File: config.mk
export PLATFORM = sky130hd
export DESIGN_NAME = control_unit
export DESIGN_NICKNAME = d
export VERILOG_FILES = /design/src/rtl/control_unit.sv
export SDC_FILE = /design/constraint.sdc
export NUM_CORES = 1
export LEC_CHECK = 0
export BUFFER_PORTS_ARGS = -buffer_cell sky130_fd_sc_hd__buf_2
export CAP_MARGIN = 5
export CORE_UTILIZATION = 45
export DETAILED_ROUTE_END_ITERATION = 16
export PLACE_DENSITY = 0.69
export SYNTH_ARGS = -nofsm -noshare
export SYNTH_HDL_FRONTEND = slang
export SYNTH_SLANG_ARGS = --single-unit
File: constraint.sdc
create_clock -name clk -period 1.9 [get_ports clk]
set_input_delay 0.095 -clock clk [delete_from_list [all_inputs] [get_ports clk]]
set_output_delay 0.095 -clock clk [all_outputs]
set_load 0.02 [all_outputs]
File: src/rtl/control_unit.sv
// control_unit
// Multi-cycle sequencer for the 8-bit CPU. Walks each instruction through
// FETCH / DECODE / (ADDR / READ | WRITE) / EXEC | BRANCH / RETIRE, drives the
// datapath load strobes and the memory read/write handshake, and watches for
// memory stalls, undefined opcodes and the HLT instruction.
//
// Ports
//   clk, reset_n            : rising-edge clock, asynchronous active-low reset
//   run, step               : free-run level / single-instruction pulse from IDLE
//   opcode                  : instruction[7:4] from the datapath IR
//   zero_flag, carry_flag   : live ALU flags, captured during EXEC
//   mem_ready               : memory finishes the current access this cycle
//   ir_load, pc_inc,
//   pc_load, mar_load,
//   mdr_load, acc_load      : datapath strobes
//   mem_rd, mem_wr, addr_sel: memory request and address-source select
//   halted, bus_error       : HALT state indicator / sticky memory-timeout flag
//   illegal_op              : one-cycle pulse on an undefined opcode
//   instr_count             : retired-instruction counter (wraps)
//   state_dbg               : current state encoding
module control_unit #(
  parameter int WAIT_LIMIT = 16,
  parameter int CNT_W      = 16
) (
  input  logic             clk,
  input  logic             reset_n,
  input  logic             run,
  input  logic             step,
  input  logic [3:0]       opcode,
  input  logic             zero_flag,
  input  logic             carry_flag,
  input  logic             mem_ready,
  output logic             ir_load,
  output logic             pc_inc,
  output logic             pc_load,
  output logic             mar_load,
  output logic             mdr_load,
  output logic             acc_load,
  output logic             mem_rd,
  output logic             mem_wr,
  output logic             addr_sel,
  output logic             halted,
  output logic             bus_error,
  output logic             illegal_op,
  output logic [CNT_W-1:0] instr_count,
  output logic [3:0]       state_dbg
);

  typedef enum logic [3:0] {
    S_IDLE   = 4'd0,
    S_FETCH  = 4'd1,
    S_DECODE = 4'd2,
    S_ADDR   = 4'd3,
    S_READ   = 4'd4,
    S_WRITE  = 4'd5,
    S_EXEC   = 4'd6,
    S_BRANCH = 4'd7,
    S_RETIRE = 4'd8,
    S_HALT   = 4'd9
  } state_t;

  localparam logic [3:0] OP_NOP   = 4'h0;
  localparam logic [3:0] OP_ADD   = 4'h1;
  localparam logic [3:0] OP_SUB   = 4'h2;
  localparam logic [3:0] OP_AND   = 4'h3;
  localparam logic [3:0] OP_LOAD  = 4'h4;
  localparam logic [3:0] OP_STORE = 4'h5;
  localparam logic [3:0] OP_NOT   = 4'h6;
  localparam logic [3:0] OP_SHL   = 4'h7;
  localparam logic [3:0] OP_SHR   = 4'h8;
  localparam logic [3:0] OP_JMP   = 4'h9;
  localparam logic [3:0] OP_JZ    = 4'hA;
  localparam logic [3:0] OP_JC    = 4'hB;
  localparam logic [3:0] OP_HLT   = 4'hF;

  // Timeout fires on the WAIT_LIMIT-th consecutive stalled cycle, i.e. when
  // the counter already holds WAIT_LIMIT-1 stalls and this cycle stalls too.
  localparam logic [7:0] WAIT_LAST = 8'(WAIT_LIMIT - 1);

  state_t     state, next_state;
  logic [3:0] op_q;
  logic       z_q, c_q;
  logic [7:0] wait_cnt;
  logic       mem_state;
  logic       timeout;

  assign mem_state = (state == S_FETCH) || (state == S_READ) || (state == S_WRITE);
  assign timeout   = mem_state && !mem_ready && (wait_cnt == WAIT_LAST);

  // Next-state logic. DECODE routes on the opcode input because op_q only
  // takes that value at the end of the DECODE cycle.
  always_comb begin
    next_state = state;
    case (state)
      S_IDLE:   if (run || step) next_state = S_FETCH;
      S_FETCH:  if (mem_ready) next_state = S_DECODE;
                else if (timeout) next_state = S_HALT;
      S_DECODE: begin
        case (opcode)
          OP_ADD, OP_SUB, OP_AND, OP_LOAD, OP_STORE: next_state = S_ADDR;
          OP_NOT, OP_SHL, OP_SHR:                    next_state = S_EXEC;
          OP_JMP, OP_JZ, OP_JC:                      next_state = S_BRANCH;
          OP_HLT:                                    next_state = S_HALT;
          default:                                   next_state = S_RETIRE;
        endcase
      end
      S_ADDR:   next_state = (op_q == OP_STORE) ? S_WRITE : S_READ;
      S_READ:   if (mem_ready) next_state = S_EXEC;
                else if (timeout) next_state = S_HALT;
      S_WRITE:  if (mem_ready) next_state = S_RETIRE;
                else if (timeout) next_state = S_HALT;
      S_EXEC:   next_state = S_RETIRE;
      S_BRANCH: next_state = S_RETIRE;
      S_RETIRE: next_state = run ? S_FETCH : S_IDLE;
      S_HALT:   next_state = S_HALT;
      default:  next_state = S_IDLE;
    endcase
  end

  // Output decode. Everything is Moore except the three strobes that must
  // coincide with the memory completing its access. illegal_op looks at the
  // opcode input directly; it comes from the IR, which is stable in DECODE.
  always_comb begin
    ir_load    = 1'b0;
    pc_inc     = 1'b0;
    pc_load    = 1'b0;
    mar_load   = 1'b0;
    mdr_load   = 1'b0;
    acc_load   = 1'b0;
    mem_rd     = 1'b0;
    mem_wr     = 1'b0;
    addr_sel   = 1'b0;
    illegal_op = 1'b0;
    case (state)
      S_FETCH: begin
        mem_rd  = 1'b1;
        ir_load = mem_ready;
        pc_inc  = mem_ready;
      end
      S_DECODE: illegal_op = (opcode == 4'hC) || (opcode == 4'hD) || (opcode == 4'hE);
      S_ADDR:   mar_load = 1'b1;
      S_READ: begin
        mem_rd   = 1'b1;
        addr_sel = 1'b1;
        mdr_load = mem_ready;
      end
      S_WRITE: begin
        mem_wr   = 1'b1;
        addr_sel = 1'b1;
      end
      S_EXEC:   acc_load = 1'b1;
      S_BRANCH: pc_load = (op_q == OP_JMP) || ((op_q == OP_JZ) && z_q) ||
                          ((op_q == OP_JC) && c_q);
      default: ;
    endcase
  end

  assign halted    = (state == S_HALT);
  assign state_dbg = state;

  // State register plus the registered side-state: latched opcode, flags
  // captured in EXEC (branches only ever see these), the memory stall
  // counter, the sticky bus error and the retired-instruction count.
  // The stall counter is zero whenever a memory state is entered because
  // every path into FETCH/READ/WRITE comes from a non-memory state.
  always_ff @(posedge clk or negedge reset_n) begin
    if (!reset_n) begin
      state       <= S_IDLE;
      op_q        <= 4'h0;
      z_q         <= 1'b0;
      c_q         <= 1'b0;
      wait_cnt    <= 8'd0;
      bus_error   <= 1'b0;
      instr_count <= '0;
    end else begin
      state <= next_state;
      if (state == S_DECODE) op_q <= opcode;
      if (state == S_EXEC) begin
        z_q <= zero_flag;
        c_q <= carry_flag;
      end
      if (mem_state && !mem_ready) wait_cnt <= wait_cnt + 8'd1;
      else                         wait_cnt <= 8'd0;
      if (timeout) bus_error <= 1'b1;
      if (state == S_RETIRE) instr_count <= instr_count + CNT_W'(1);
    end
  end

endmodule

==> flow_metrics.py, run 1 <==
metrics = {
    "floorplanning": {
        "io_pins": 43,
        "coreArea_mm2": 0.00377,
        "initial_core_util_pct": 48.0,
        "die-height_um": 65.4,
        "die_area_mm2": 0.00428,
        "die_w_um": 65.4,
        "num_rows": 22,
    },
    "synthesis": {
        "synth_top_cell_by_area": "dfrtp_1",
        "ys_ff_latch": 35,
        "async_reset_ff_share_pct": 100,
        "yosysSeqAreaShare_pct": 48.4,
        "synth_ff_type": "dfrtp_1",
        "synth_edf_count": 0,
        "synthCells": 179,
        "synth_top_area_share_pct": 48.4,
        "synth_area_mm2": 0.00181,
        "ys_top_cells_by_area": "dfrtp_1 48%, xnor2_1 7.3%, mux2_2 3.7%",
        "synth_fp_nets": 192,
        "synth_cell_types": 36,
        "syn_area_per_cell_um2": 10.1,
        "ys_warn_count": 0,
    },
    "status": {
        "outcome": "completed",
    },
    "critical_path": {
        "critPathCaptureType": "primary output",
        "worstReg2RegStart": "state_dbg[0]",
        "endpoint": "illegal_op",
        "arrival_ps": 1670,
        "cp-start-kind": "flop",
        "rr_worst_depth": 4,
        "rr_endpoint": "state_dbg[0]",
        "critical_path_required_ps": 1800,
        "crit_type": "reg -> out",
        "crit_path_max_fanout": 14,
        "reg2reg_setup_slack_ps": 320,
        "critPathLaunch": "state_dbg[1]",
    },
    "timing": {
        "slew_viol_final": 0,
        "worstMarginPinSlew_ps": 755,
        "setup_tns_ps": 0,
        "max_freq_mhz": 567,
        "fin_crit_sh_pct": 92.8,
        "clock_skew_ps": 4.43,
        "final.min_clock_period_ps": 1760,
        "setup_viol": 0,
        "relSlewSlack_pct": 49.7,
        "rsz0062_at_grt": "false",
        "finalHoldViolations": 0,
    },
    "global_route": {
        "grt_pass1_vias": 1313,
        "grt_max_degree": 36,
        "grt_usage_pct": 18.6,
        "antenna_found_initial": 0,
        "gr-total-overflow": 0,
        "grt_pass1_wl_um": 5950,
    },
    "route": {
        "dr.pass1.iters": 4,
        "wl_per_cell_um": 12.6,
        "post-route-drc-count": 0,
        "drt-initial-drc-count": 68,
        "antenna_left": 0,
        "postRouteWirelength_um": 3490,
        "via_per_inst": 5.21,
        "route.vias.total": 1449,
    },
    "place": {
        "gp_congestion": 0.800,
        "hpwl_um": 2560,
        "placed_area_mm2": 0.00211,
        "dp.cells": 269,
        "port_buffers": 42,
    },
    "cells_and_area": {
        "diodes": 0,
        "area_growth_pct": 23.4,
        "nNetsFinal": 242,
        "final_core_util_pct": 59.2,
        "fillCellCount": 320,
        "drive_above_1_share_pct": 30.0,
        "layout.cells.non_filler": 278,
        "layout_commonest_cell": "buf_2",
        "design_area_mm2": 0.00223,
        "final_cell_mix": "42 x buf_2, 35 x dfrtp_1, 17 x nor2_1, 15 x nand2_1, 15 x xnor2_1",
    },
    "clocking": {
        "root_buffer": "clkbuf_8",
        "post_cts_buffers": 0,
        "htree_levels": 2,
        "cts_buffers": 5,
        "cts.path.max_buffers": 2,
        "cts_tree": "built",
        "cts_sinks": 35,
        "insertion_delay_ps": 280,
        "clkTransAtPathRegs_ps": 60,
    },
    "pwr": {
        "irDropWorstVdd_v": 0.000740,
        "power-per-cell-area_mw_per_mm2": 1220,
        "power_leakage_nw": 1.10,
    },
    "job": {
        "drv_cap": 0,
    },
    "hold_path": {
        "worst_hold_path_type": "in -> reg",
    },
}
==> Yosys cell counts (2+ instances only) <==
cell / count
dfrtp_1: 35
nor2b_1: 4
nor2_1: 17
o21bai_1: 2
nand4_1: 5
mux2i_1: 2
mux2_2: 6
ha_1: 2
nor3_1: 6
and4_1: 4
o31a_1: 2
and3_1: 6
nor3b_1: 4
xnor2_1: 15
nand2b_1: 2
nand3_1: 7
inv_1: 4
xor2_1: 7
clkbuf_1: 5
nor4_1: 3
a21oi_1: 7
nand2_1: 15
o21ai_0: 6
==> per-stage QoR <==
stage	power [mW]	worst slack, ps	hold slack [ps]
2_1_floorplan	1.77	34.1	-201
3_3_place_gp	2.11	347	213
4_1_cts	2.73	53.9	29.0
5_1_grt	2.90	39.0	33.8
3_5_place_dp	2.13	340	214
6_report	2.71	138	43.8
==> per-layer routing <==
metal,global-route usage (%),part of all wire (%)
met4,8.15,1.7
met2,26.8,42
met1,25.8,51
met5,0,0
met3,5.56,5.9
==> state kept, by name, summed over array words and instances, names as in the netlist <==
name         count
wait_cnt         8
state_dbg        4
instr_count     16
z_q              1
op_q             4
c_q              1
bus_error        1
==> worst max-delay path, stage by stage, from the launching register on <==
cell      delay, ps
dfrtp_1         390
buf_4           210
nand2b_1        140
nor3_4          270
and4_1          220
buf_2           150
==> layout make-up <==
type	count	area, µm²	area share (%)
tap	48	60.1	2.69
timing repair buffer	51	280	12.5
sequential	35	876	39.2
clock buffer	8	100	4.48
inverter	4	15.0	0.672
multi-input combinational	132	902	40.4
==> how the worst min path moves through the flow <==
stage	depth (start not counted)	slack, ps	startpoint	to
floorplan	0	-200	reset_n	bus_error
global placement	1	210	reset_n	instr_count[9]
detailed placement	1	210	reset_n	instr_count[9]
CTS	2	30	zero_flag	z_q
global route	2	30	zero_flag	z_q
finish	2	40	zero_flag	z_q
==> kinds of logic after synthesis <==
kind of cell / count (synthesis) / share of synthesized area (%)
compound gates: 21 / 7.33
xor+xnor: 22 / 10.7
fa+ha+maj: 2 / 1.38
buf+inv: 12 / 2.77
flops: 35 / 48.4
mux: 8 / 4.84
simple gates: 79 / 24.6
==> report_power, final <==
| part | switching, mW | total (mW) | internal (mW) |
|---|---|---|---|
| Combinational | 0.638 | 1.11 | 0.469 |
| Clock | 0.252 | 0.582 | 0.331 |
| Sequential | 0.131 | 1.02 | 0.894 |
| Total | 1.02 | 2.71 | 1.69 |
==> what timing repair did <==
action | CTS | global route
setup endpoints to repair | 0 | 3
resized for setup | 0 | 2
hold buffers | 1 | 0
hold endpoints to repair | 35 | 0
(Power assumes the default switching activity.)
==> inputs of run 2 (changes only) <==
Settings changed: ABC_AREA from default to 1, CTS_BUF_LIST from default to sky130_fd_sc_hd__clkbuf_16, HOLD_SLACK_MARGIN from default to 0.15, PLACE_DENSITY 0.69 to 0.68.
==> flow_metrics.py, run 2 <==
metrics = {
    "floorplanning": {
        "initial_core_util_pct": 48.3,
        "io_pins": 43,
        "die-height_um": 68.7,
        "coreArea_mm2": 0.00414,
        "num_rows": 23,
        "die_area_mm2": 0.00472,
        "die_w_um": 68.7,
    },
    "synthesis": {
        "synth_top_cell_by_area": "dfrtp_1",
        "syn_area_per_cell_um2": 7.33,
        "synth_edf_count": 0,
        "ys_ff_latch": 35,
        "synthCells": 273,
        "synth_ff_type": "dfrtp_1",
        "synth.most_common_cell": "nand2_1",
        "synth_fp_nets": 286,
        "synth_top_area_share_pct": 43.8,
        "synth_cell_types": 27,
        "synth_area_mm2": 0.00200,
        "async_reset_ff_share_pct": 100,
        "ys_warn_count": 0,
        "ys_top_cells_by_area": "dfrtp_1 44%, nand2_1 16%, nor2_1 8.4%",
        "ys_top_cells_by_count": "87 x nand2_1, 45 x nor2_1, 35 x dfrtp_1, 32 x inv_1",
        "yosysSeqAreaShare_pct": 43.8,
    },
    "cells_and_area": {
        "seqCellArea_um2": 876,
        "largestRegisters": "instr_count: 16 flops, wait_cnt: 8 flops",
        "drive_above_1_share_pct": 21.5,
        "multi_input_area_um2": 966,
        "layout_commonest_cell": "nand2_1",
        "diodes": 0,
        "final_cell_mix": "87 x nand2_1, 45 x nor2_1, 42 x buf_2, 35 x dfrtp_1, 33 x inv_1",
        "nNetsFinal": 343,
        "largest_register_ffs": 16,
        "area_growth_pct": 27.1,
        "largest-register": "instr_count",
        "fillCellCount": 389,
    },
    "timing": {
        "max_freq_mhz": 594,
        "worstMarginPinSlew_ps": 786,
        "setup_tns_ps": 0,
        "slew_viol_final": 0,
        "clock_skew_ps": 4.80,
        "finalHoldViolations": 0,
        "setup_viol": 0,
        "final.min_clock_period_ps": 1680,
        "relSlewSlack_pct": 47.6,
        "rsz0062_at_grt": "false",
        "fin_crit_sh_pct": 88.6,
    },
    "clocking": {
        "htree_levels": 2,
        "root_buffer": "clkbuf_16",
        "insertion_delay_ps": 280,
        "cts_tree": "built",
        "ctsResizeCount": 0,
        "cts_buffers": 5,
        "clkTransAtPathRegs_ps": 60,
        "cts.path.max_buffers": 2,
        "cts_sinks": 35,
    },
    "global_route": {
        "grt_pass1_vias": 1711,
        "grt_max_degree": 36,
        "antenna_found_initial": 0,
        "grt_usage_pct": 21.3,
        "gr-total-overflow": 0,
        "grt_pass1_wl_um": 7400,
    },
    "route": {
        "post-route-drc-count": 0,
        "postRouteWirelength_um": 4310,
        "dr.pass1.iters": 4,
        "wl_per_cell_um": 11.3,
        "drt-initial-drc-count": 139,
        "via_per_inst": 4.73,
        "route.vias.total": 1804,
        "antenna_left": 0,
    },
    "critical_path": {
        "arrival_ps": 1590,
        "cp-start-kind": "flop",
        "crit_type": "reg -> out",
        "critPathCaptureType": "primary output",
        "slowest_stage": "dfrtp_1",
        "critical_path_required_ps": 1800,
        "critPathMaxStageDelay_ps": 470,
        "crit_chain": "nor2_2, nand2_2, inv_1, nand2_1, nor2_1, buf_2",
        "crit_path_max_fanout": 9,
    },
    "pwr": {
        "p_total_mw": 3.07,
        "power-per-cell-area_mw_per_mm2": 1210,
        "irDropWorstVdd_v": 0.000646,
        "power_leakage_nw": 1.42,
    },
    "status": {
        "outcome": "completed",
    },
    "place": {
        "port_buffers": 42,
        "gp_congestion": 0.852,
        "hpwl_um": 3160,
    },
    "hold_path": {
        "worst_hold_path_type": "in -> reg",
    },
    "job": {
        "drv_cap": 0,
    },
}
run 2: cell count changes in the layout (fill, tap and decap cells not counted), moves of 5 or more:
cell | before | now
clkbuf_16 | 0 | 5
nand2_1 | 15 | 87
xnor2_1 | 15 | 6
buf_4 | 8 | 0
and3_1 | 6 | 0
inv_1 | 4 | 33
clkbuf_8 | 7 | 0
nor2_1 | 17 | 45
mux2_2 | 6 | 0
dlygate4sd3_1 | 1 | 10
run 2: power by group:
| group | leakage (nW) | internal, mW | switching [mW] | total (mW) |
|---|---|---|---|---|
| clock network | 0.0952 | 0.747 | 0.307 | 1.05 |
| registers | 0.468 | 0.891 | 0.168 | 1.06 |
| logic | 0.858 | 0.319 | 0.638 | 0.957 |
| total | 1.42 | 1.96 | 1.11 | 3.07 |
run 2: path summary, 6_finish.rpt:
| kind | start | to | slack (ps) | depth (start not counted) |
|---|---|---|---|---|
| max in group asynchronous | reset_n | instr_count[4] | 970 | 2 |
| min in group asynchronous | reset_n | wait_cnt[4] | 440 | 2 |
| hold / removal | run | state_dbg[0] | 310 | 7 |
| setup reg to reg | state_dbg[2] | state_dbg[0] | 250 | 5 |
| hold reg to reg | bus_error | bus_error | 470 | 1 |
| setup / recovery | state_dbg[2] | illegal_op | 220 | 6 |
run 2: worst max-delay path: cells and delay by family (launching register included):
| family | cells | cell delay [ps] |
|---|---|---|
| and+or+nand+nor | 4 | 550 |
| DFF | 1 | 470 |
| buffers and inverters | 2 | 290 |
run 2: cell families (layout without fill, tap and decap cells):
kind of cell    Yosys count  count (layout)  synth area share (%)
flops                    35              35                  43.8
fa+ha+maj                 2               2                  1.25
buf+inv                  39              97                  8.00
compound gates           16              16                  4.25
xor+xnor                 12              12                  5.25
simple gates            169             169                  37.5
run 2: area by class of cell:
cell class / instances / area share (%)
inverters: 37 / 5.56
multi-input cells: 199 / 38.0
clock inverters: 3 / 2.51
flip-flops and latches: 35 / 34.4
clock buffers: 5 / 4.92
well taps: 50 / 2.46
repair buffers: 52 / 12.2
run 2: metrics by stage:
stage | util [%] | hold WS [ps] | instances | cell area, µm² | setup slack, ps
2_1_floorplan | - | -201 | 273 | 2000 | 262
3_3_place_gp | 54.4 | 224 | 363 | 2260 | 494
3_5_place_dp | 54.4 | 219 | 363 | 2260 | 492
4_1_cts | 61.4 | 322 | 381 | 2540 | 197
5_1_grt | 61.4 | 391 | 381 | 2540 | 73.8
6_report | 61.4 | 311 | 381 | 2540 | 216
run 2: repair_timing:
| action | 4_1_cts | 5_1_grt |
|---|---|---|
| setup buffers | 0 | 0 |
| endpoints found under the hold margin | 43 | 0 |
| hold buffers | 10 | 0 |
run 2: metal layers:
| metal | GRT usage, % | wire (µm) |
|---|---|---|
| met1 | 28.0 | 2150 |
| met2 | 35.0 | 1970 |
| met3 | 3.95 | 120 |
| met4 | 7.65 | 63 |
| met5 | 0 | 0 |
